===== src/rtl/slow_clock_monitor.sv =====
// ----------------------------------------------------------------------------
// slow_clock_monitor
//
// Receives the divided slow clock in the fast inp_clk domain. The slow clock
// is synchronized, turned into single-cycle rise/fall strobes (to be used as
// clock enables downstream), and the gap between successive edges is measured
// to qualify the divider output and track lock/stall state.
//
// Ports:
//   inp_clk      in   fast system clock, all logic on its rising edge
//   rst_n        in   asynchronous active-low reset
//   slow_clk     in   divided clock, asynchronous to inp_clk
//   rise_pulse   out  one-cycle strobe per synchronized rising edge
//   fall_pulse   out  one-cycle strobe per synchronized falling edge
//   half_period  out  last qualified half-period measurement (inp_clk cycles)
//   period_valid out  one-cycle strobe when half_period updates
//   locked       out  high while in LOCKED
//   stall        out  high while in STALLED
//   err_count    out  saturating count of lock losses from bad half-periods
// ----------------------------------------------------------------------------
module slow_clock_monitor #(
   parameter int unsigned SYNC_STAGES   = 2,
   parameter int unsigned CNT_W         = 8,
   parameter int unsigned EXPECTED_HALF = 41,
   parameter int unsigned TOLERANCE     = 2,
   parameter int unsigned LOCK_COUNT    = 4,
   parameter int unsigned TIMEOUT       = 164
) (
   input  logic             inp_clk,
   input  logic             rst_n,
   input  logic             slow_clk,
   output logic             rise_pulse,
   output logic             fall_pulse,
   output logic [CNT_W-1:0] half_period,
   output logic             period_valid,
   output logic             locked,
   output logic             stall,
   output logic [7:0]       err_count
);

   // state   | meaning
   // --------+-----------------------------------------------------------
   // IDLE    | no edge seen since reset; nothing measured, never times out
   // ACQUIRE | measuring, counting consecutive in-tolerance half-periods
   // LOCKED  | LOCK_COUNT good half-periods seen; monitoring for errors
   // STALLED | no edge for TIMEOUT cycles; next edge only restarts timing
   typedef enum logic [1:0] {
      IDLE    = 2'd0,
      ACQUIRE = 2'd1,
      LOCKED  = 2'd2,
      STALLED = 2'd3
   } state_t;

   localparam int unsigned GOOD_W = $clog2(LOCK_COUNT + 1);

   localparam logic [CNT_W-1:0]  EXP_C     = CNT_W'(EXPECTED_HALF);
   localparam logic [CNT_W-1:0]  TOL_C     = CNT_W'(TOLERANCE);
   localparam logic [CNT_W-1:0]  TIMEOUT_C = CNT_W'(TIMEOUT);
   localparam logic [CNT_W-1:0]  CNT_MAX   = '1;
   localparam logic [GOOD_W-1:0] GOOD_LAST = GOOD_W'(LOCK_COUNT - 1);

   state_t                 state;
   logic [SYNC_STAGES-1:0] sync_q;
   logic                   prev_q;
   logic [CNT_W-1:0]       cnt;
   logic [GOOD_W-1:0]      good;

   logic                   s_q;
   logic                   edge_det;
   logic [CNT_W-1:0]       diff;
   logic                   in_tol;
   logic                   timeout_hit;

   assign s_q      = sync_q[SYNC_STAGES-1];
   assign edge_det = s_q ^ prev_q;

   // Absolute deviation computed by ordering the operands so the
   // subtraction can never wrap.
   always_comb begin
      diff = '0;
      if (cnt >= EXP_C) diff = cnt - EXP_C;
      else              diff = EXP_C - cnt;
   end

   assign in_tol      = (diff <= TOL_C);
   assign timeout_hit = (cnt == TIMEOUT_C) && !edge_det;

   always_ff @(posedge inp_clk or negedge rst_n) begin
      if (!rst_n) begin
         sync_q       <= '0;
         prev_q       <= 1'b0;
         cnt          <= '0;
         good         <= '0;
         state        <= IDLE;
         rise_pulse   <= 1'b0;
         fall_pulse   <= 1'b0;
         half_period  <= '0;
         period_valid <= 1'b0;
         locked       <= 1'b0;
         stall        <= 1'b0;
         err_count    <= '0;
      end else begin
         sync_q       <= {sync_q[SYNC_STAGES-2:0], slow_clk};
         prev_q       <= s_q;
         rise_pulse   <= edge_det &  s_q;
         fall_pulse   <= edge_det & ~s_q;
         period_valid <= 1'b0;

         if (edge_det)          cnt <= {{(CNT_W-1){1'b0}}, 1'b1};
         else if (cnt != CNT_MAX) cnt <= cnt + 1'b1;

         // locked/stall are written alongside every state change so they
         // always mirror the state register in the same cycle.
         case (state)
            IDLE: begin
               if (edge_det) begin
                  state <= ACQUIRE;
                  good  <= '0;
               end
            end
            ACQUIRE: begin
               if (edge_det) begin
                  half_period  <= cnt;
                  period_valid <= 1'b1;
                  if (in_tol) begin
                     if (good == GOOD_LAST) begin
                        state  <= LOCKED;
                        locked <= 1'b1;
                        good   <= '0;
                     end else begin
                        good <= good + 1'b1;
                     end
                  end else begin
                     good <= '0;
                  end
               end else if (timeout_hit) begin
                  state <= STALLED;
                  stall <= 1'b1;
                  good  <= '0;
               end
            end
            LOCKED: begin
               if (edge_det) begin
                  half_period  <= cnt;
                  period_valid <= 1'b1;
                  if (!in_tol) begin
                     state  <= ACQUIRE;
                     locked <= 1'b0;
                     good   <= '0;
                     if (err_count != 8'hFF) err_count <= err_count + 8'd1;
                  end
               end else if (timeout_hit) begin
                  state  <= STALLED;
                  locked <= 1'b0;
                  stall  <= 1'b1;
                  good   <= '0;
               end
            end
            STALLED: begin
               // The edge ending a stall has no valid reference, so it only
               // restarts timing.
               if (edge_det) begin
                  state <= ACQUIRE;
                  stall <= 1'b0;
                  good  <= '0;
               end
            end
            default: begin
               state  <= IDLE;
               locked <= 1'b0;
               stall  <= 1'b0;
               good   <= '0;
            end
         endcase
      end
   end

endmodule

===== config.mk =====
export PLATFORM = sky130hd
export DESIGN_NAME = slow_clock_monitor
export DESIGN_NICKNAME = d
export VERILOG_FILES = /design/src/rtl/slow_clock_monitor.sv
export SDC_FILE = /design/constraint.sdc
export NUM_CORES = 1
export LEC_CHECK = 0
export CAP_MARGIN = 15
export CORE_ASPECT_RATIO = 0.7
export CORE_MARGIN = 1
export CORE_UTILIZATION = 49
export CTS_BUF_LIST = sky130_fd_sc_hd__clkbuf_2
export DETAILED_ROUTE_END_ITERATION = 12
export PLACE_DENSITY = 0.71
export SLEW_MARGIN = 10
export SYNTH_ARGS = -nofsm -noshare
export SYNTH_HDL_FRONTEND = slang
export SYNTH_SLANG_ARGS = --single-unit

===== constraint.sdc =====
create_clock -name inp_clk -period 7.55 [get_ports inp_clk]
set_input_delay 1.51 -clock inp_clk [delete_from_list [all_inputs] [get_ports inp_clk]]
set_output_delay 1.51 -clock inp_clk [all_outputs]
set_load 0.02 [all_outputs]

---- After elaboration in Yosys (flattened, before gate mapping) ----
Cells that the tools add are included.
storage, ports and cells
  flip-flop bits (word level) ............. 37
  output and inout bits ................... 21
  word-level logic and storage cells ...... 88
operators by class
  magnitude comparators ................... 2
  equality and inequality tests ........... 18
  mux-type cells .......................... 32
  reduce and logical (&&, ||, !) cells .... 14
  $add $sub $neg .......................... 5
  bitwise logic cells ..................... 5
operators by type and width
  kind                 number
  $mux 8               3
  $mux 3               7
  $add 8x1->8 const B  2
  $ne 8x8->1 const B   2
  $mux 2               7
  $ne 3x3->1 const B   4
  $reduce_and 4->1     3
  $mux 1               11
  $ne 2x2->1 const B   5
  $pmux 3 s3           1
  $eq 8x8->1 const B   1
  $ge 8x6->1 const B   1
  $le 8x2->1 const B   1
  $sub 6x8->8 const A  1
  $sub 8x6->8 const B  1
  $pmux 2 s3           1
  $reduce_and 6->1     1
  $reduce_bool 2->1    3
  $eq 2x2->1 const B   2
  $ne 2x1->1 const B   2
  $pmux 1 s2           2
  $reduce_and 2->1     2
  $reduce_or 2->1      2
  $add 3x1->3 const B  1
  other kinds (8)      10

---- Depth between registers and ports, before layout ----
Gate-level depths: netlist (run 1).
  word-level depth ........................ 6
  depth in mapped cells ................... 11
  gate-level depth less buffers ........... 9

---- Worst setup path before layout (run 1) ----
Ideal clock, no wire load.
  path kind ............................... register to register
  from .................................... register cnt[1]
  to ...................................... register err_count[1]
  stages on the path, launching flop included .. 10
  setup slack ............................. 4,655 ps
  arrival time ............................ 2,770 ps
  path buffers ............................ 0
  data required time ...................... 7,425 ps
  cell sequence ........................... dfrtp_1 > inv_1 > ha_1 > or3b_1 > a311o_1 > o31a_1 > a221oi_4 > and3_4 > or3_1 > mux2_2
between the ends
  longest elaborated chain between the ends .. 5
RTL lines
  element                                    line  RTL
  from (decl)                                65    logic [CNT_W-1:0] cnt;
  from (signal assigned)                     109   if (edge_det) cnt <= {{(CNT_W-1){1'b0}}, 1'b1};
  from (signal assigned)                     110   else if (cnt != CNT_MAX) cnt <= cnt + 1'b1;
  $sub 6x8->8, or another cell as far along  82    else diff = EXP_C - cnt;
  $mux 8 *                                   81    if (cnt >= EXP_C) diff = cnt - EXP_C;
  $le 8x2->1 *                               85    assign in_tol = (diff <= TOL_C);
  $not 1->1 (no source line) *               --
  $reduce_and 4->1 (no source line) *        --
  to (signal assigned)                       150   if (err_count != 8'hFF) err_count <= err_count + 8'd1;
  to (decl)                                  38    output logic [7:0] err_count
Mark *: on every way between the ends. The rest lies on a longest branch, timed or not.
A chain may end at the register's enable or synchronous reset.

---- Worst setup path in the final report (run 1) ----
Same ends and word-level chain as after synthesis.

==> results by group, run 1 <==
STA
  – Slew Viols, Final: 0
  – Final TNS setup: 0 ns
  – Fmax: around 310 MHz
  – Final period util: a little over two fifths
  – Fin. Hold Viols: 0
  – Slack of the critical path: 4.326 ns
  – RSZ-0062 raised after global routing: no
  – Final setup viols: 0
  – Max-slew headroom: 47.00%
  – Worst Skew: approximately 0.0046 ns
  – Min Tclk post-route: roughly 3.2 ns
  – Slew @ Worst Pin: about 0.8 ns

Critical path
  – Setup crit start kind: flop
  – Critical path type: reg2reg
  – CP Max Fanout: 12
  – CP required: ~8 ns
  – CP arrival: approximately 3.5 ns
  – Crit-path max cell delay: about 0.5 ns
  – CP Capture Type: flop
  – WP buf/inv: 1
  – Critical Path Slowest Stage Cell: dfrtp_1
  – Critical path, cell by cell: inv_1, ha_1, or3b_1, a311o_1, o31a_1, a221oi_4, and3_4, or3_1, mux2_2
  – CP delay by family, top: compound AO/OA/AOI/OAI gates

Layout
  – Multi-input gate area: 0.001099 mm2
  – Fillers: between 300 and 400
  – Register Area: around 930 um2
  – Layout area overhead: 13.01%
  – Layout cells sized above 1: between 10% and 20%
  – Nets: between 200 and 300
  – Ant. Diodes: 0

Pwr
  – Gate power share: a little over two fifths
  – PwrDens: approximately 260 mW/mm2
  – P_int: 0.0003699 W
  – IR drop worst, VDD: 0.0002052 V
  – Sw power: ~0.00025 W
  – Clock share of power: 14.7%
  – Sequential Power Share: 42.3%
  – LEAKAGE: ~1.1 nW
  – Net Sw Frac: about two fifths

Logic synthesis
  – Avg Inst Size Synth: around 10 um2
  – Syn Nets: 230
  – Synth Register Bits: 37
  – Post-Synthesis Cell Area: roughly 0.0021 mm2
  – Ys async rst share: 100.0%
  – Yosys top cell by area: dfrtp_1
  – Post-synthesis cell type count: 50
  – Area share of the largest cell type after synthesis: 43.35%
  – Most numerous cell in the Yosys netlist: dfrtp_1
  – Sequential fraction of the synthesis area: a little over two fifths
  – Synth cell count leaders: dfrtp_1 (37), nor2_1 (18), nand2_1 (15), ha_1 (14), inv_1 (14)
  – Synth area leaders: dfrtp_1 (43%), ha_1 (8.2%), mux2_2 (4.7%)
  – Post-synth EDFFs: 0
  – Dominant synthesized flop cell: dfrtp_1
  – Synth warn: 0
  – Post-Synthesis Cells: about 210

Placement
  – Post-DP HPWL: approximately 3 mm
  – Port bufs: 23
  – Worst slack at placement: ~4.4 ns
  – Routability Congestion: around 0.87

Clock network
  – Clock tree buffer depth: 2
  – Clock root cell: clkbuf_2
  – Clk_lat worst skew: 0.38 ns
  – Post-CTS sizing: 0
  – Total CTS buffers: 5
  – Htree depth: 2
  – Clk sinks: 37
  – Clock-pin transition on the worst setup and hold timing paths: around 0.20 ns
  – Post-CTS Setup Bufs: 0
  – CTS Hold Bufs: 0
  – TritonCTS clock tree: done

Floorplanning
  – Number of cell rows: 19
  – Die area: 0.004631 mm2
  – Chip Height: roughly 57 um
  – Initial Util: 52.85%
  – Die width: between 80 and 90 um
  – Core Area: 0.004041 mm2
  – Top Ports: 24

Routing
  – Total number of vias: approximately 1600
  – Final wirelength: 4.175 mm
  – Vias per cell: approximately 5.7
  – DRC: 0
  – Initial drt markers: between 150 and 200
  – DR pass1 iterations: 4
  – Antenna viol nets, final: 0
  – DR WL/cell: about 15 um

Global routing
  – First-pass GRT wire length: between 7 and 8 mm
  – Initial antenna violation count: 0
  – Largest net degree at the start of global routing: 38
  – Gr usage total: a little over a fifth
  – Vias in the first global route: between 1000 and 1500
  – Gr ovfl total: 0

Min path
  – Min-delay worst type: reg2reg

Run
  – MaxCap Viol Count: 0

Status
  – Status: finished, final reports clean
-- worst reg2reg max path, cell delays in order, from the launching register on --
cell and delay [ns]:
dfrtp_1 0.50, inv_1 0.19, ha_1 0.25, or3b_1 0.38
a311o_1 0.38, o31a_1 0.31, a221oi_4 0.31, and3_4 0.32
or3_1 0.18, mux2_2 0.34
-- power by group through the flow --
stage	Clock (W)	Combinational (W)	Sequential, W
after global routing	0.000104	0.000297	0.000268
after detailed placement	0	0.000265	0.000266
after CTS	0.0000920	0.000267	0.000263
after floorplan	0	0.000161	0.000285
after global placement	0	0.000262	0.000266
final	0.0000913	0.000267	0.000263
-- placed cells by master (no fill, tap or decap), types with 2 or more instances in the layout --
| cell | instances |
|---|---|
| a211oi_1 | 2 |
| a21oi_1 | 6 |
| a22o_1 | 2 |
| a31oi_1 | 2 |
| and3_1 | 3 |
| clkbuf_2 | 5 |
| clkdlybuf4s50_1 | 22 |
| clkinv_2 | 2 |
| dfrtp_1 | 37 |
| ha_1 | 14 |
| inv_1 | 14 |
| mux2_2 | 9 |
| nand2_1 | 15 |
| nand3_1 | 11 |
| nand4_1 | 2 |
| nor2_1 | 18 |
| nor2b_1 | 2 |
| nor3_1 | 6 |
| nor4_1 | 4 |
| nor4b_1 | 2 |
| o21a_1 | 4 |
| o21ai_0 | 9 |
| o311ai_0 | 2 |
| or3_1 | 3 |
| xnor2_1 | 5 |
| xor2_1 | 7 |
-- through the flow --
stage / cells / utilization (%) / cell area, um2 / hold slack, ns / total power (W)
global route: 286 / 59.72 / 2414 / 0.3958 / 0.0006691
detailed placement: 278 / 58.67 / 2371 / 0.3364 / 0.0005316
finish: 286 / 59.72 / 2414 / 0.3776 / 0.0006212
floorplan: 213 / - / 2136 / 0.3312 / 0.0004460
CTS: 286 / 59.72 / 2414 / 0.3758 / 0.0006217
global placement: 278 / 58.67 / 2371 / 0.3320 / 0.0005281
-- area by class of cell --
cell class,instances,share of cell area [%]
Clock inverter,3,0.7258
Sequential cell,37,38.36
Tap cell,52,2.696
Timing Repair Buffer,23,9.331
Multi-Input combinational cell,151,45.52
Inverter,15,2.333
Clock buffer,5,1.037
-- path summary, 6_finish.rpt --
| check | from | to | slack (ns) | depth (start not counted) |
|---|---|---|---|---|
| worst max-delay path | cnt[1]$_DFFE_PN0P_ | err_count[1]$_DFFE_PN0P_ | 4.33 | 9 |
| worst min-delay path | sync_q[0]$_DFF_PN0_ | sync_q[1]$_DFF_PN0_ | 0.38 | 0 |
| worst max register to register | cnt[1]$_DFFE_PN0P_ | err_count[1]$_DFFE_PN0P_ | 4.33 | 9 |
| worst min register to register | sync_q[0]$_DFF_PN0_ | sync_q[1]$_DFF_PN0_ | 0.38 | 0 |
| max in group asynchronous | rst_n | cnt[5]$_DFFE_PN0P_ | 5.88 | 1 |
| min in group asynchronous | rst_n | half_period[2]$_DFFE_PN0P_ | 1.17 | 1 |
-- metal layers --
layer / GRT usage [%] / vias to the layer above / wire, um
met1: 33.99 / 775 / 2269
met4: 4.592 / 0 / 36
met2: 27.37 / 44 / 1627
li1: - / 799 / -
met3: 5.600 / 5 / 242
met5: 0 / - / 0
-- state kept, by name (all words and copies together) (netlist names) --
signal and count:
cnt 8, err_count 8, fall_pulse 1, good 3
half_period 8, locked 1, period_valid 1, prev_q 1
rise_pulse 1, stall 1, state 2, sync_q 2
-- logic make-up (layout without fill, tap and decap cells) --
group	Yosys count	after routing	share of synthesized area, %
compound gates	42	42	15.76
xor+xnor	12	12	4.921
fa+ha+maj	14	14	8.202
buf+inv	25	46	5.214
flops	37	37	43.35
mux	10	10	5.214
simple gates	73	73	17.34
No activity file was read; power rests on OpenSTA's default activity.
==> run 2, diff against run 1 <==
Clock period 7.55 ns to 3 ns, I/O delays scaled along.
==> run 2 against run 1 <==
Largest cell class unchanged. Die area is the same. Via count grew 4.1%. Critical path depth shrank 1. Register-to-register slack lost 4.2 ns. Final area grew 4.6%. Routed wire length grew 5.2%. Combinational power grew to 2.7 times the previous value. Utilization grew 2.8 points.
==> results by group, run 2 (same netlist as run 1, synthesis figures left out) <==
Critical path
  – WP buf/inv: 0
  – CP Max Fanout: 6
  – Critical Path Slowest Stage Cell: dfrtp_2
  – CP arrival: between 3 and 4 ns
  – CP Capture Type: flop
  – Critical path type: reg2reg
  – Setup crit start kind: flop
  – Crit-path max cell delay: 0.50 ns
  – Critical path, cell by cell: ha_1, or3b_1, a311o_1, o31a_1, a221oi_4, and3_4, or3_1, mux2_2
  – CP required: ~3.3 ns
  – CP delay by family, top: compound AO/OA/AOI/OAI gates

STA
  – Max-slew headroom: between 40% and 50%
  – Slew @ Worst Pin: 0.8038 ns
  – Final setup viols: 0
  – Worst Skew: 0.01789 ns
  – Final TNS setup: 0 ns
  – Final hold slack: approximately 0.25 ns
  – Fmax: between 300 and 400 MHz
  – Min Tclk post-route: between 2 and 3 ns
  – RSZ-0062 raised after global routing: no
  – Slew Viols, Final: 0
  – Final period util: 96.89%
  – Fin. Hold Viols: 0

Layout
  – Layout area overhead: 18.22%
  – Ant. Diodes: 0
  – Layout cells sized above 1: around 16%
  – Fin util: approximately 62%
  – Fillers: approximately 340
  – Post-route cell area: 0.002525 mm2
  – Most frequent cells in the layout: dfrtp_1 (36), clkdlybuf4s50_1 (22), nor2_1 (18), nand2_1 (15), ha_1 (14)
  – Nets: 259
  – Register Area: 927.1 um2
  – Multi-input gate area: roughly 0.0011 mm2
  – Commonest non-fill, non-tap cell in the layout: dfrtp_1
  – Regs by FF count: cnt x8, err_count x8, half_period x8

Routing
  – DR pass1 iterations: 4
  – Initial drt markers: 93
  – Final wirelength: around 4.4 mm
  – DRC: 0
  – Vias per cell: between 5 and 6
  – DR WL/cell: 14.89 um
  – Antenna viol nets, final: 0
  – Total number of vias: roughly 1700

Pwr
  – Overall power: between 0.0015 and 0.002 W
  – PwrDens: just under 700 mW/mm2
  – LEAKAGE: roughly 1.1 nW
  – IR drop worst, VDD: 0.0004342 V

Global routing
  – Gr ovfl total: 0
  – Vias in the first global route: 1507
  – Global-route met3 utilization: 6.080%
  – Met2 usage: about 27%
  – Grt met1 use: 34.30%
  – Gr usage total: 21.38%
  – Busiest grt layer: met1
  – Initial antenna violation count: 0
  – Largest net degree at the start of global routing: 38
  – First-pass GRT wire length: roughly 7.4 mm

Clock network
  – Htree depth: 2
  – TritonCTS clock tree: done
  – Clock tree buffer depth: 2
  – Total CTS buffers: 5
  – Clk_lat worst skew: 0.40 ns
  – Post-CTS sizing: 0
  – Clock-pin transition on the worst setup and hold timing paths: between 0.2 and 0.25 ns
  – CTS Hold Bufs: 0
  – Clock root cell: clkbuf_2
  – Clk sinks: 37
  – Post-CTS Setup Bufs: 0

Min path
  – Min-delay worst type: in2async

Floorplanning
  – Core Area: 0.004041 mm2
  – Chip Height: around 57 um
  – Die width: around 81 um
  – Initial Util: approximately 53%
  – Number of cell rows: 19
  – Die area: 0.004631 mm2
  – Top Ports: 24

Placement
  – Placed inst area: 0.002439 mm2
  – Routability Congestion: 0.8759
  – Post-DP HPWL: roughly 3.2 mm
  – Port bufs: 23

Status
  – Status: finished, final reports clean

Run
  – MaxCap Viol Count: 0
[run 2: cell types whose count changed in the layout (fill, tap and decap cells not counted), moves of 2 or more]
cell	delta
clkinv_2	-2
buf_4	+9
inv_1	-2
inv_2	+2
[run 2: final cells by class]
class	instances	area share [%]
Timing Repair Buffer	32	11.60
Multi-Input combinational cell	151	44.15
Clock inverter	2	1.536
Inverter	15	2.230
Sequential cell	37	36.72
Clock buffer	6	1.189
Tap cell	52	2.577
[run 2: path summary, 6_finish.rpt]
kind | start | endpoint | slack, ns | depth (start not counted)
min in group inp_clk | sync_q[0]$_DFF_PN0_ | sync_q[1]$_DFF_PN0_ | 0.37 | 0
worst min-delay path | rst_n | half_period[2]$_DFFE_PN0P_ | 0.25 | 1
worst min register to register | sync_q[0]$_DFF_PN0_ | sync_q[1]$_DFF_PN0_ | 0.37 | 0
worst max register to register | cnt[0]$_DFFE_PN0P_ | err_count[1]$_DFFE_PN0P_ | 0.09 | 8
max in group asynchronous | rst_n | cnt[0]$_DFFE_PN0P_ | 2.21 | 1
worst max-delay path | cnt[0]$_DFFE_PN0P_ | err_count[1]$_DFFE_PN0P_ | 0.09 | 8
[run 2: metal layers]
metal | up-vias | wire length (um)
met4 | 0 | 63
met2 | 59 | 1746
met3 | 7 | 299
met1 | 804 | 2284
li1 | 819 | -
met5 | - | 0
[run 2: power breakdown]
| part | internal, W | switching [W] | total [W] |
|---|---|---|---|
| Sequential | 0.000579 | 0.0000747 | 0.000653 |
| Combinational | 0.000322 | 0.000403 | 0.000726 |
| Clock | 0.000146 | 0.000177 | 0.000324 |
| Total | 0.00105 | 0.000655 | 0.00170 |
[run 2: per-stage QoR]
stage / std cells / worst slack (ns)
after floorplan: 213 / 0.1051
after global placement: 287 / 0.1239
after detailed placement: 287 / 0.07279
after CTS: 295 / 0.04689
after global routing: 295 / 0.009551
final: 295 / 0.09341
==> run 3, diff against run 2 <==
Settings changed: CORE_UTILIZATION 49 to 35, PLACE_DENSITY 0.71 to default.
==> run 3 against run 2 <==
Non-clock buffer count unchanged. Sequential power increased by 0.6%. Register-to-register slack improved by 0.06 ns. Highest routed layer unchanged. Worst hold slack improved by 0.031 ns. Count of clock-buffer cells in the layout unchanged. Utilization decreased by 19 points. Final area increased by 0.84%. Clock power decreased by 6%.
==> results by group, run 3 (same netlist as run 1, synthesis figures left out) <==
Pwr
  – Sw power: 0.0006401 W
  – IR drop worst, VDD: roughly 0.00042 V
  – Sequential Power Share: between 30% and 40%
  – PwrDens: ~660 mW/mm2
  – P_int: 0.001047 W
  – Gate power share: between 40% and 50%
  – Net Sw Frac: between 30% and 40%
  – Clock share of power: between 10% and 20%
  – Overall power: about 0.0017 W
  – LEAKAGE: 1.147 nW

Routing
  – Initial drt markers: roughly 130
  – Total number of vias: between 1500 and 2000
  – DR pass1 iterations: 4
  – Vias per cell: approximately 5.2
  – Final wirelength: about 4.5 mm
  – Antenna viol nets, final: 0
  – DR WL/cell: approximately 14 um
  – DRC: 0

Run
  – MaxCap Viol Count: 0

Layout
  – Regs by FF count: cnt x8, err_count x8, half_period x8
  – Layout cells sized above 1: 15.23%
  – Multi-input gate area: between 0.001 and 0.0015 mm2
  – Fillers: 575
  – Most frequent cells in the layout: dfrtp_1 (36), clkdlybuf4s50_1 (22), nor2_1 (18), nand2_1 (15), ha_1 (14)
  – Commonest non-fill, non-tap cell in the layout: dfrtp_1
  – Ant. Diodes: 0
  – Nets: between 200 and 300
  – Register Area: roughly 930 um2
  – Layout area overhead: 19.21%

Floorplanning
  – Die area: roughly 0.0064 mm2
  – Die width: 95.37 um
  – Number of cell rows: 23
  – Core Area: just under 0.006 mm2
  – Initial Util: a little under two fifths
  – Top Ports: 24
  – Chip Height: about 67 um

Critical path
  – WP buf/inv: 0
  – CP arrival: approximately 3.1 ns
  – CP required: around 3.3 ns
  – Crit-path max cell delay: roughly 0.46 ns
  – CP Capture Type: flop
  – Critical path type: reg2reg
  – Critical path, cell by cell: ha_1, or3b_1, a311o_1, o31a_1, a221oi_4, and3_4, or3_1, mux2_2
  – CP Max Fanout: 4
  – Critical Path Slowest Stage Cell: dfrtp_2
  – CP delay by family, top: compound AO/OA/AOI/OAI gates
  – Setup crit start kind: flop

STA
  – Min Tclk post-route: around 2.8 ns
  – Fmax: 351.6 MHz
  – Fin. Hold Viols: 0
  – Max-slew headroom: 45.99%
  – RSZ-0062 raised after global routing: no
  – Slew Viols, Final: 0
  – Final period util: 94.82%
  – Slack of the critical path: 0.1555 ns
  – Worst Skew: roughly 0.016 ns
  – Slew @ Worst Pin: ~0.81 ns
  – Final setup viols: 0
  – Final TNS setup: 0 ns

Placement
  – Port bufs: 23
  – Worst slack at placement: 0.06020 ns
  – Routability Congestion: 0.8218
  – Post-DP HPWL: around 3.2 mm

Clock network
  – Clock root cell: clkbuf_2
  – CTS Hold Bufs: 0
  – Clock-pin transition on the worst setup and hold timing paths: 0.19 ns
  – Clk_lat worst skew: between 0.3 and 0.4 ns
  – TritonCTS clock tree: done
  – Clk sinks: 37
  – Htree depth: 2
  – Clock tree buffer depth: 2
  – Total CTS buffers: 5

Min path
  – Min-delay worst type: in2async

Status
  – Status: finished, final reports clean

Global routing
  – Gr usage total: 15.74%
  – Vias in the first global route: between 1000 and 1500
  – Gr ovfl total: 0
  – Initial antenna violation count: 0
  – First-pass GRT wire length: 7.645 mm
  – Largest net degree at the start of global routing: 38
==> run 3: cell counts in the layout (fill, tap and decap cells not counted) <==
Identical to the previous run, type by type.
==> run 3: power groups by stage <==
stage | Clock, W | Sequential, W | Combinational [W]
finish | 0.000305 | 0.000657 | 0.000725
global route | 0.000342 | 0.000670 | 0.000798
CTS | 0.000322 | 0.000656 | 0.000717
detailed placement | 0 | 0.000664 | 0.000714
global placement | 0 | 0.000664 | 0.000714
floorplan | 0 | 0.000717 | 0.000405
==> run 3: worst paths after layout <==
kind                                      from                  endpoint  slack, ns  depth (start not counted)
min in group inp_clk       sync_q[0]$_DFF_PN0_       sync_q[1]$_DFF_PN0_       0.37                          0
hold / removal                           rst_n      rise_pulse$_DFF_PN0_       0.28                          1
hold reg to reg            sync_q[0]$_DFF_PN0_       sync_q[1]$_DFF_PN0_       0.37                          0
setup reg to reg            cnt[0]$_DFFE_PN0P_  err_count[1]$_DFFE_PN0P_       0.16                          8
max in group asynchronous                rst_n        cnt[0]$_DFFE_PN0P_       2.16                          1
setup / recovery            cnt[0]$_DFFE_PN0P_  err_count[1]$_DFFE_PN0P_       0.16                          8
==> run 3: metal layers <==
metal	share of wire [%]	wire, um	global-route usage [%]	up-vias
li1	-	-	-	828
met2	39	1763	20.54	37
met1	55	2469	24.84	786
met5	0	0	0	-
met4	0.82	37	4.545	0
met3	5.6	255	3.829	2
==> run 3: through the flow <==
stage	area (um2)	hold slack [ns]	instances	util, %
floorplan	2136	0.3044	213	-
CTS	2524	0.2965	317	43.41
finish	2546	0.2791	318	43.80
global route	2546	0.3408	318	43.80
detailed placement	2460	0.3358	309	42.32
global placement	2460	0.3326	309	42.32
==> run 3: area by class of cell <==
cell class,count,share of cell area [%]
clock buffer,6,1.179
timing repair buffer,32,11.65
inverter,15,2.211
clock inverter,2,1.327
sequential,37,36.41
tap,75,3.686
multi-input combinational,151,43.54
==> run 3: what timing repair did <==
| action | CTS | global route |
|---|---|---|
| setup buffers | 0 | 1 |
| endpoints found under the setup margin | 0 | 13 |
| hold endpoints to repair | 0 | 0 |
| gates resized for setup | 0 | 5 |
